<file path="config.mk">
export PLATFORM = sky130hd
export DESIGN_NAME = spi_response_arbiter
export DESIGN_NICKNAME = d
export VERILOG_FILES = /design/src/rtl/spi_response_arbiter_pkg.sv /design/src/rtl/spi_priority_encoder.sv /design/src/rtl/spi_response_arbiter.sv
export SDC_FILE = /design/constraint.sdc
export NUM_CORES = 1
export LEC_CHECK = 0
export ABC_AREA = 1
export BUFFER_PORTS_ARGS = -buffer_cell sky130_fd_sc_hd__buf_2
export CAP_MARGIN = 20
export CORE_MARGIN = 1
export CORE_UTILIZATION = 30
export DETAILED_ROUTE_END_ITERATION = 10
export PLACE_DENSITY = 0.58
export SYNTH_ARGS = -nofsm -noshare
export SYNTH_HDL_FRONTEND = slang
export SYNTH_SLANG_ARGS = --single-unit
</file>
<file path="constraint.sdc">
create_clock -name clock_in -period 1.9 [get_ports clock_in]
set_clock_uncertainty 0.1 [all_clocks]
set_input_delay 0.19 -clock clock_in [delete_from_list [all_inputs] [get_ports clock_in]]
set_output_delay 0.19 -clock clock_in [all_outputs]
set_load 0.02 [all_outputs]
</file>
<file path="src/rtl/spi_response_arbiter_pkg.sv">
// Shared types and constants for the SPI read-response arbiter.
package spi_response_arbiter_pkg;

  localparam int unsigned CountWidth          = 4;
  localparam logic [7:0]  DefaultStatusOpcode = 8'hDC;

  typedef enum logic [2:0] {
    StIdle,
    StArbitrate,
    StGranted,
    StNoResp,
    StStatus
  } arb_state_e;

  function automatic logic [CountWidth-1:0] sat_inc(input logic [CountWidth-1:0] value);
    return (&value) ? value : value + 1'b1;
  endfunction

endpackage

</file>
<file path="src/rtl/spi_priority_encoder.sv">
// Lowest-index-wins encoder with any/multiple flags for the response arbiter.
module spi_priority_encoder
  import spi_response_arbiter_pkg::*;
#(
  parameter int unsigned NUM_REQUESTERS = 4
) (
  input  logic [NUM_REQUESTERS-1:0]         valid_i,
  output logic [$clog2(NUM_REQUESTERS)-1:0] index_o,
  output logic                              any_valid_o,
  output logic                              multiple_valid_o
);

  localparam int unsigned IdxW = $clog2(NUM_REQUESTERS);

  always_comb begin
    index_o = '0;
    // Walk downwards so the lowest set bit is the last one written.
    for (int i = int'(NUM_REQUESTERS) - 1; i >= 0; i--) begin
      if (valid_i[i]) begin
        index_o = IdxW'(i);
      end
    end
    any_valid_o      = |valid_i;
    // Clearing the lowest set bit leaves something only if two or more were set.
    multiple_valid_o = |(valid_i & (valid_i - NUM_REQUESTERS'(1)));
  end

endmodule

</file>
<file path="src/rtl/spi_response_arbiter.sv">
// Grants one responder per SPI transaction, forwards its byte and answers a status opcode.
module spi_response_arbiter
  import spi_response_arbiter_pkg::*;
#(
  parameter int unsigned NUM_REQUESTERS = 4,
  parameter int unsigned TIMEOUT_CYCLES = 16,
  parameter logic [7:0]  STATUS_OPCODE  = DefaultStatusOpcode
) (
  input  logic                        clock_in,
  input  logic                        reset_n_in,
  input  logic [7:0]                  opcode_in,
  input  logic                        opcode_valid_in,
  input  logic [8*NUM_REQUESTERS-1:0] response_in,
  input  logic [NUM_REQUESTERS-1:0]   response_valid_in,
  output logic [7:0]                  response_out,
  output logic                        response_valid_out,
  output logic                        conflict_out
);

  localparam int unsigned IdxW       = $clog2(NUM_REQUESTERS);
  localparam logic [7:0]  TimeoutVal = 8'(TIMEOUT_CYCLES);

  arb_state_e            state_q;
  logic [IdxW-1:0]       grant_q;
  logic [7:0]            timer_q;
  logic [CountWidth-1:0] conflict_cnt_q;
  logic [CountWidth-1:0] miss_cnt_q;
  logic                  opcode_valid_prev_q;

  logic [IdxW-1:0] enc_index;
  logic            enc_any;
  logic            enc_multiple;
  logic            start;
  logic [7:0]      resp_bytes [NUM_REQUESTERS];

  always_comb begin
    for (int i = 0; i < int'(NUM_REQUESTERS); i++) begin
      resp_bytes[i] = response_in[8*i +: 8];
    end
  end

  assign start = opcode_valid_in & ~opcode_valid_prev_q;

  spi_priority_encoder #(
    .NUM_REQUESTERS(NUM_REQUESTERS)
  ) u_encoder (
    .valid_i         (response_valid_in),
    .index_o         (enc_index),
    .any_valid_o     (enc_any),
    .multiple_valid_o(enc_multiple)
  );

  always_ff @(posedge clock_in or negedge reset_n_in) begin
    if (!reset_n_in) begin
      state_q             <= StIdle;
      grant_q             <= '0;
      timer_q             <= '0;
      conflict_cnt_q      <= '0;
      miss_cnt_q          <= '0;
      response_out        <= '0;
      response_valid_out  <= 1'b0;
      conflict_out        <= 1'b0;
      // Treat the line as already high so a transaction in flight across reset is not a start.
      opcode_valid_prev_q <= 1'b1;
    end else begin
      opcode_valid_prev_q <= opcode_valid_in;
      if (state_q != StIdle && !opcode_valid_in) begin
        state_q            <= StIdle;
        response_out       <= '0;
        response_valid_out <= 1'b0;
        if (state_q == StStatus) begin
          conflict_cnt_q <= '0;
          miss_cnt_q     <= '0;
          conflict_out   <= 1'b0;
        end
      end else begin
        case (state_q)
          StIdle: begin
            response_out       <= '0;
            response_valid_out <= 1'b0;
            if (start) begin
              if (opcode_in == STATUS_OPCODE) begin
                state_q            <= StStatus;
                response_out       <= {miss_cnt_q, conflict_cnt_q};
                response_valid_out <= 1'b1;
              end else begin
                state_q <= StArbitrate;
                timer_q <= '0;
              end
            end
          end
          StArbitrate: begin
            if (enc_any) begin
              state_q            <= StGranted;
              grant_q            <= enc_index;
              response_out       <= resp_bytes[enc_index];
              response_valid_out <= 1'b1;
              if (enc_multiple) begin
                conflict_cnt_q <= sat_inc(conflict_cnt_q);
                conflict_out   <= 1'b1;
              end
            end else begin
              timer_q <= timer_q + 8'd1;
              if (timer_q + 8'd1 == TimeoutVal) begin
                miss_cnt_q <= sat_inc(miss_cnt_q);
                state_q    <= StNoResp;
              end
            end
          end
          StGranted: begin
            response_out       <= resp_bytes[grant_q];
            response_valid_out <= response_valid_in[grant_q];
          end
          StNoResp: begin
            response_out       <= '0;
            response_valid_out <= 1'b0;
          end
          StStatus: begin
            // Snapshot taken on entry is held for the whole transaction.
          end
          default: begin
            state_q            <= StIdle;
            response_out       <= '0;
            response_valid_out <= 1'b0;
          end
        endcase
      end
    end
  end

endmodule

</file>
==> Word-level counts from Yosys, hierarchy flattened <==
Cells that the tools add are included.
{ "word_totals": {"regBits": 32, "out_inout_bits": 10} }
{ "classes": {"n_addsub": 4, "n_lt_le_gt_ge": 3, "eq_ne": 18, "n_mux": 48, "n_bitwise": 6, "n_reduce_logical": 21} }
{ "op_table": {"columns": ["operator", "count"], "rows": [
  ["$mux 8", 11],
  ["$mux 4", 11],
  ["$bmux 8 s2", 2],
  ["$pmux 8 s4", 1],
  ["$pmux 8 s2", 1],
  ["$mux 3", 5],
  ["$reduce_and 5->1", 3],
  ["$ne 2x2->1 const B", 6],
  ["$reduce_and 4->1", 3],
  ["$mux 1", 10],
  ["$reduce_bool 2->1", 5],
  ["$pmux 3 s3", 1],
  ["$add 4x1->4 const B", 2],
  ["$add 8x1->8 const B", 1],
  ["$eq 8x5->1 const B", 1],
  ["$eq 8x8->1 const B", 1],
  ["$mux 2", 4],
  ["$reduce_or 4->1", 2],
  ["$eq 3x2->1 const B", 2],
  ["$ge 3x3->1 const B", 2],
  ["$ne 2x1->1 const B", 3],
  ["$ne 3x3->1 const B", 2],
  ["$not 2->3", 2],
  ["$reduce_and 3->1", 2],
  ["other kinds (16)", 17]
]} }

==> Logic depth before layout (Yosys ltp) <==
{ "depth": {"ltp_word": 11, "mapped_depth": 11, "ltp_nobuf": 11} }

==> By module <==
Synthesis repeated with hierarchy kept, for this count alone.
{ "hier_totals": {"hier_cells": 364, "hier_area_um2": 2462.4} }
{ "by_module_without_submodules": {"columns": ["module", "instances", "cells_per_inst", "area_each_um2"], "rows": [
  ["spi_response_arbiter", 1, 350, 2402.3],
  ["spi_priority_encoder", 1, 14, 60.1]
]} }

==> Least setup slack after synthesis <==
No wires, ideal clock.
{ "synth_timing": {"path_kind": "register -> register", "start": "register timer_q[0]", "end": "register miss_cnt_q[0]", "setup_time_ns": 0.117, "arrival_time_ns": 1.421, "required_time_ns": 1.683, "path_slack_ns": 0.262, "path_stages_with_launch": 11, "synth_period_minus_slack_ns": 1.638, "cell_sequence": "dfrtp_1 -> ha_1 -> nand3_1 -> o21ai_0 -> nand2_1 -> nor2_1 -> nand4_1 -> nand2_2 -> nand2_1 -> nand2_1 -> nand2_1"} }
{ "synth_between": {"elab_chain_cells": 4} }
{ "synth_lines": {"columns": ["item", "line_no", "source"], "rows": [
  ["start: declaration", "spi_response_arbiter.sv:25", "logic [7:0] timer_q;"],
  ["start signal: assignment", "spi_response_arbiter.sv:103", "timer_q <= timer_q + 8'd1;"],
  ["$add 8x1->8", "spi_response_arbiter.sv:104", "if (timer_q + 8'd1 == TimeoutVal) begin"],
  ["$eq 8x5->1", "spi_response_arbiter.sv:104", null],
  ["$reduce_bool 2->1 (no source line)", null, null],
  ["$reduce_and 5->1 (no source line)", null, null],
  ["end signal: assignment", "spi_response_arbiter.sv:105", "miss_cnt_q <= sat_inc(miss_cnt_q);"],
  ["end: declaration", "spi_response_arbiter.sv:27", "logic [CountWidth-1:0] miss_cnt_q;"]
]} }
Every way passes these cells.
A chain may end at the register's enable or synchronous reset.

==> Worst setup path after layout <==
{ "layout_timing": {"start": "register timer_q[1]", "end": "register miss_cnt_q[3]"} }
The elaborated chain is that of the path after synthesis.

==> run summary <==
outcome -> complete, no violations
Crit path arrival time -> 1.80 ns
Avg Inst Size Synth -> 6.48 um^2
max-cap violations -> 0
Syn Std Cell Area -> 2390 um^2
H-tree lvl count -> 2
layout cells sized above 1 -> 24.4%
Reg-to-Reg Start -> timer_q[1]$_DFFE_PN0P_
Chip Height -> 91.3 um
Synth Flop Type -> dfrtp_1
commonest non-fill, non-tap cell in the layout -> nand2_1
endpoints failing hold -> 0
Final Non-Filler Cells -> 545
Area Overhead vs Synth -> 26.4%
fmax -> 0.580 GHz
GRT overflow -> 0
syn_nets -> 419
Cell Int Power -> 1870 uW
post-DP HPWL -> 5110 um
all-layer global routing usage -> 17.6%
Clk network pwr share -> 19.3%
Combinational Power Share -> 50.9%
Pleak -> 0.00156 uW
Die X -> 91.3 um
I/O pins -> 57
largest net degree at the start of global routing -> 33
clk buf depth -> 2
first-pass GRT wire length -> 11,700 um
number of DRC markers in iteration 0 -> 143
Setup WS post-layout -> 0.177 ns
crit path capture type -> register
Flop pwr share -> 29.8%
worst-path fanout max -> 5
area of the multi-input gates -> 1450 um^2
Critical Path Start -> timer_q[1]$_DFFE_PN0P_
CP startpoint kind -> register
post-synth top area share -> 32.4%
Final Util -> 39.1%
Core Area -> 7730 um^2
Yosys reg bits -> 32
min-delay src -> response_in[19]
Final min period -> 1.72 ns
pre-CTS setup slack -> 0.132 ns
DRT Wirelength -> 6930 um
Starting Density -> 31.0%
Final Cycle Share -> 90.7%
Post-synth EDFFs -> 0
top cell type by total area after synthesis -> dfrtp_1
nets -> 492
CTS tree -> yes
Hold Path Class -> input pin to register
worst skew pair latency -> 0.28 ns
dpl cells -> 532
Ant. Diodes -> 0
initial antenna violation count -> 0
vias per inst -> 4.86
site row count -> 32
largest cells by area after synthesis -> dfrtp_1, nand2_1, nand3_1, o21ai_0, nor2_1
synthesized instance count -> 369
CTS Buf Count -> 5
fill cell count -> 831
antenna viol nets, final -> 0
port bufs -> 56
vias in the first global route -> 2,511
Seq. cell area -> 802 um^2
setup violators final -> 0
Clock Root Buffer -> clkbuf_8
final hold slack -> 0.245 ns
vias post-DR -> 2,650
number of distinct library cells after synthesis -> 32
CTS Sinks -> 32
DRC violations left -> 0
WL/cell -> 12.7 um
Rel. slew slack -> 66.4%
ys async rst share -> 100%
Max rail drop VDD -> 0.384 mV
synth warn -> 0
final slew viol count -> 0
most frequent cells in the layout -> nand2_1, buf_2, nand3_1, nor2_1, o21ai_0
GPL Wtd Cong -> 0.881
clock-pin transition on the worst setup and hold timing paths -> 0.07 ns
power per cell area -> 1130 nW/um^2
Tot Pwr -> 3400 uW
worst setup path category -> register to register
slew at the pin closest to its max-slew limit -> 0.504 ns
Worst Path Required -> 1.97 ns
sequential fraction of the synthesis area -> 33.5%
Switching Power -> 1530 uW
DR pass1 iterations -> 4
Net Sw Frac -> 45.0%
DIE AREA -> 8340 um^2
-- layout make-up --
| cell class | count | share of cell area [%] |
|---|---|---|
| Timing Repair Buffer | 73 | 13.7 |
| Multi-Input combinational cell | 296 | 47.8 |
| Clock inverter | 2 | 1.16 |
| Inverter | 34 | 4.26 |
| Clock buffer | 6 | 2.40 |
| Sequential cell | 32 | 26.5 |
| Tap cell | 102 | 4.22 |
-- state kept, by name (all words and copies together), names as in the netlist --
signal and count:
opcode_valid_prev_q 1, conflict_out 1, conflict_cnt_q 4, state_q 3, response_out 8, timer_q 8
response_valid_out 1, miss_cnt_q 4, grant_q 2
-- power by group through the flow --
| stage | Clock, uW | Sequential [uW] | Combinational (uW) |
|---|---|---|---|
| 3_3_place_gp | 0 | 1020 | 1700 |
| 3_5_place_dp | 0 | 1030 | 1730 |
| 2_1_floorplan | 0 | 1120 | 1060 |
| 5_1_grt | 703 | 1040 | 1940 |
| 6_report | 656 | 1010 | 1730 |
| 4_1_cts | 674 | 1020 | 1730 |
-- repair_timing --
action / in CTS / in global routing
setup buffers: 0 / 3
endpoints found under the hold margin: 32 / 0
resized for setup: 0 / 5
endpoints found under the setup margin: 0 / 6
hold buffers: 2 / 0
-- critical path, cell delays in order, from the launching register on --
cell and delay (ns):
dfrtp_1 0.40, ha_2 0.22, nand3_2 0.10, o21ai_1 0.13, nand2_1 0.09, nor2_2 0.13, nand4_1 0.10, nand2_2 0.12
nand2_1 0.10, nand2_1 0.08, nand2_1 0.05
-- cells in the mapped netlist, types with 2 or more instances --
| cell | n |
|---|---|
| nand2_2 | 5 |
| nand4_1 | 4 |
| o21ai_0 | 33 |
| a21oi_4 | 2 |
| nor3b_1 | 2 |
| inv_2 | 7 |
| a21oi_1 | 5 |
| buf_2 | 2 |
| clkbuf_1 | 4 |
| dfrtp_1 | 31 |
| inv_1 | 26 |
| o22ai_1 | 10 |
| nand3_1 | 50 |
| ha_1 | 3 |
| nor3_4 | 2 |
| nor2_1 | 37 |
| nand2_1 | 131 |
-- kinds of logic after synthesis --
kind of cell | share of synthesized area (%)
flip-flops | 33.5
AND/OR/NAND/NOR | 44.6
buffers and inverters | 6.59
AO/OA/AOI/OAI | 13.3
adder cells (fa/ha/maj) | 1.57
XOR/XNOR | 0.366
-- metal layers --
metal | up-vias | track usage, % | share of wire (%)
met2 | 87 | 28.7 | 46
met3 | 9 | 2.93 | 5.2
met5 | - | 0 | 0
met4 | 0 | 4.50 | 1.1
met1 | 1197 | 24.1 | 48
li1 | 1357 | - | -
-- through the flow --
stage / instance area (um^2) / TNS [ns]
final: 3020 / 0
after global routing: 3020 / -0.00556
after CTS: 2990 / 0
after detailed placement: 2860 / 0
after global placement: 2860 / 0
after floorplan: 2390 / 0
-- final timing paths --
check	to	slack, ns	cells after the start
max	miss_cnt_q[3]$_DFFE_PN0P_	0.18	10
min	response_out[3]$_DFFE_PN0P_	0.24	7
max reg2reg	miss_cnt_q[3]$_DFFE_PN0P_	0.18	10
min reg2reg	response_out[6]$_DFFE_PN0P_	0.38	2
max in group asynchronous	opcode_valid_prev_q$_DFF_PN1_	0.98	3
min in group asynchronous	response_out[6]$_DFFE_PN0P_	0.37	3
Power figures use the tool's default switching activity.
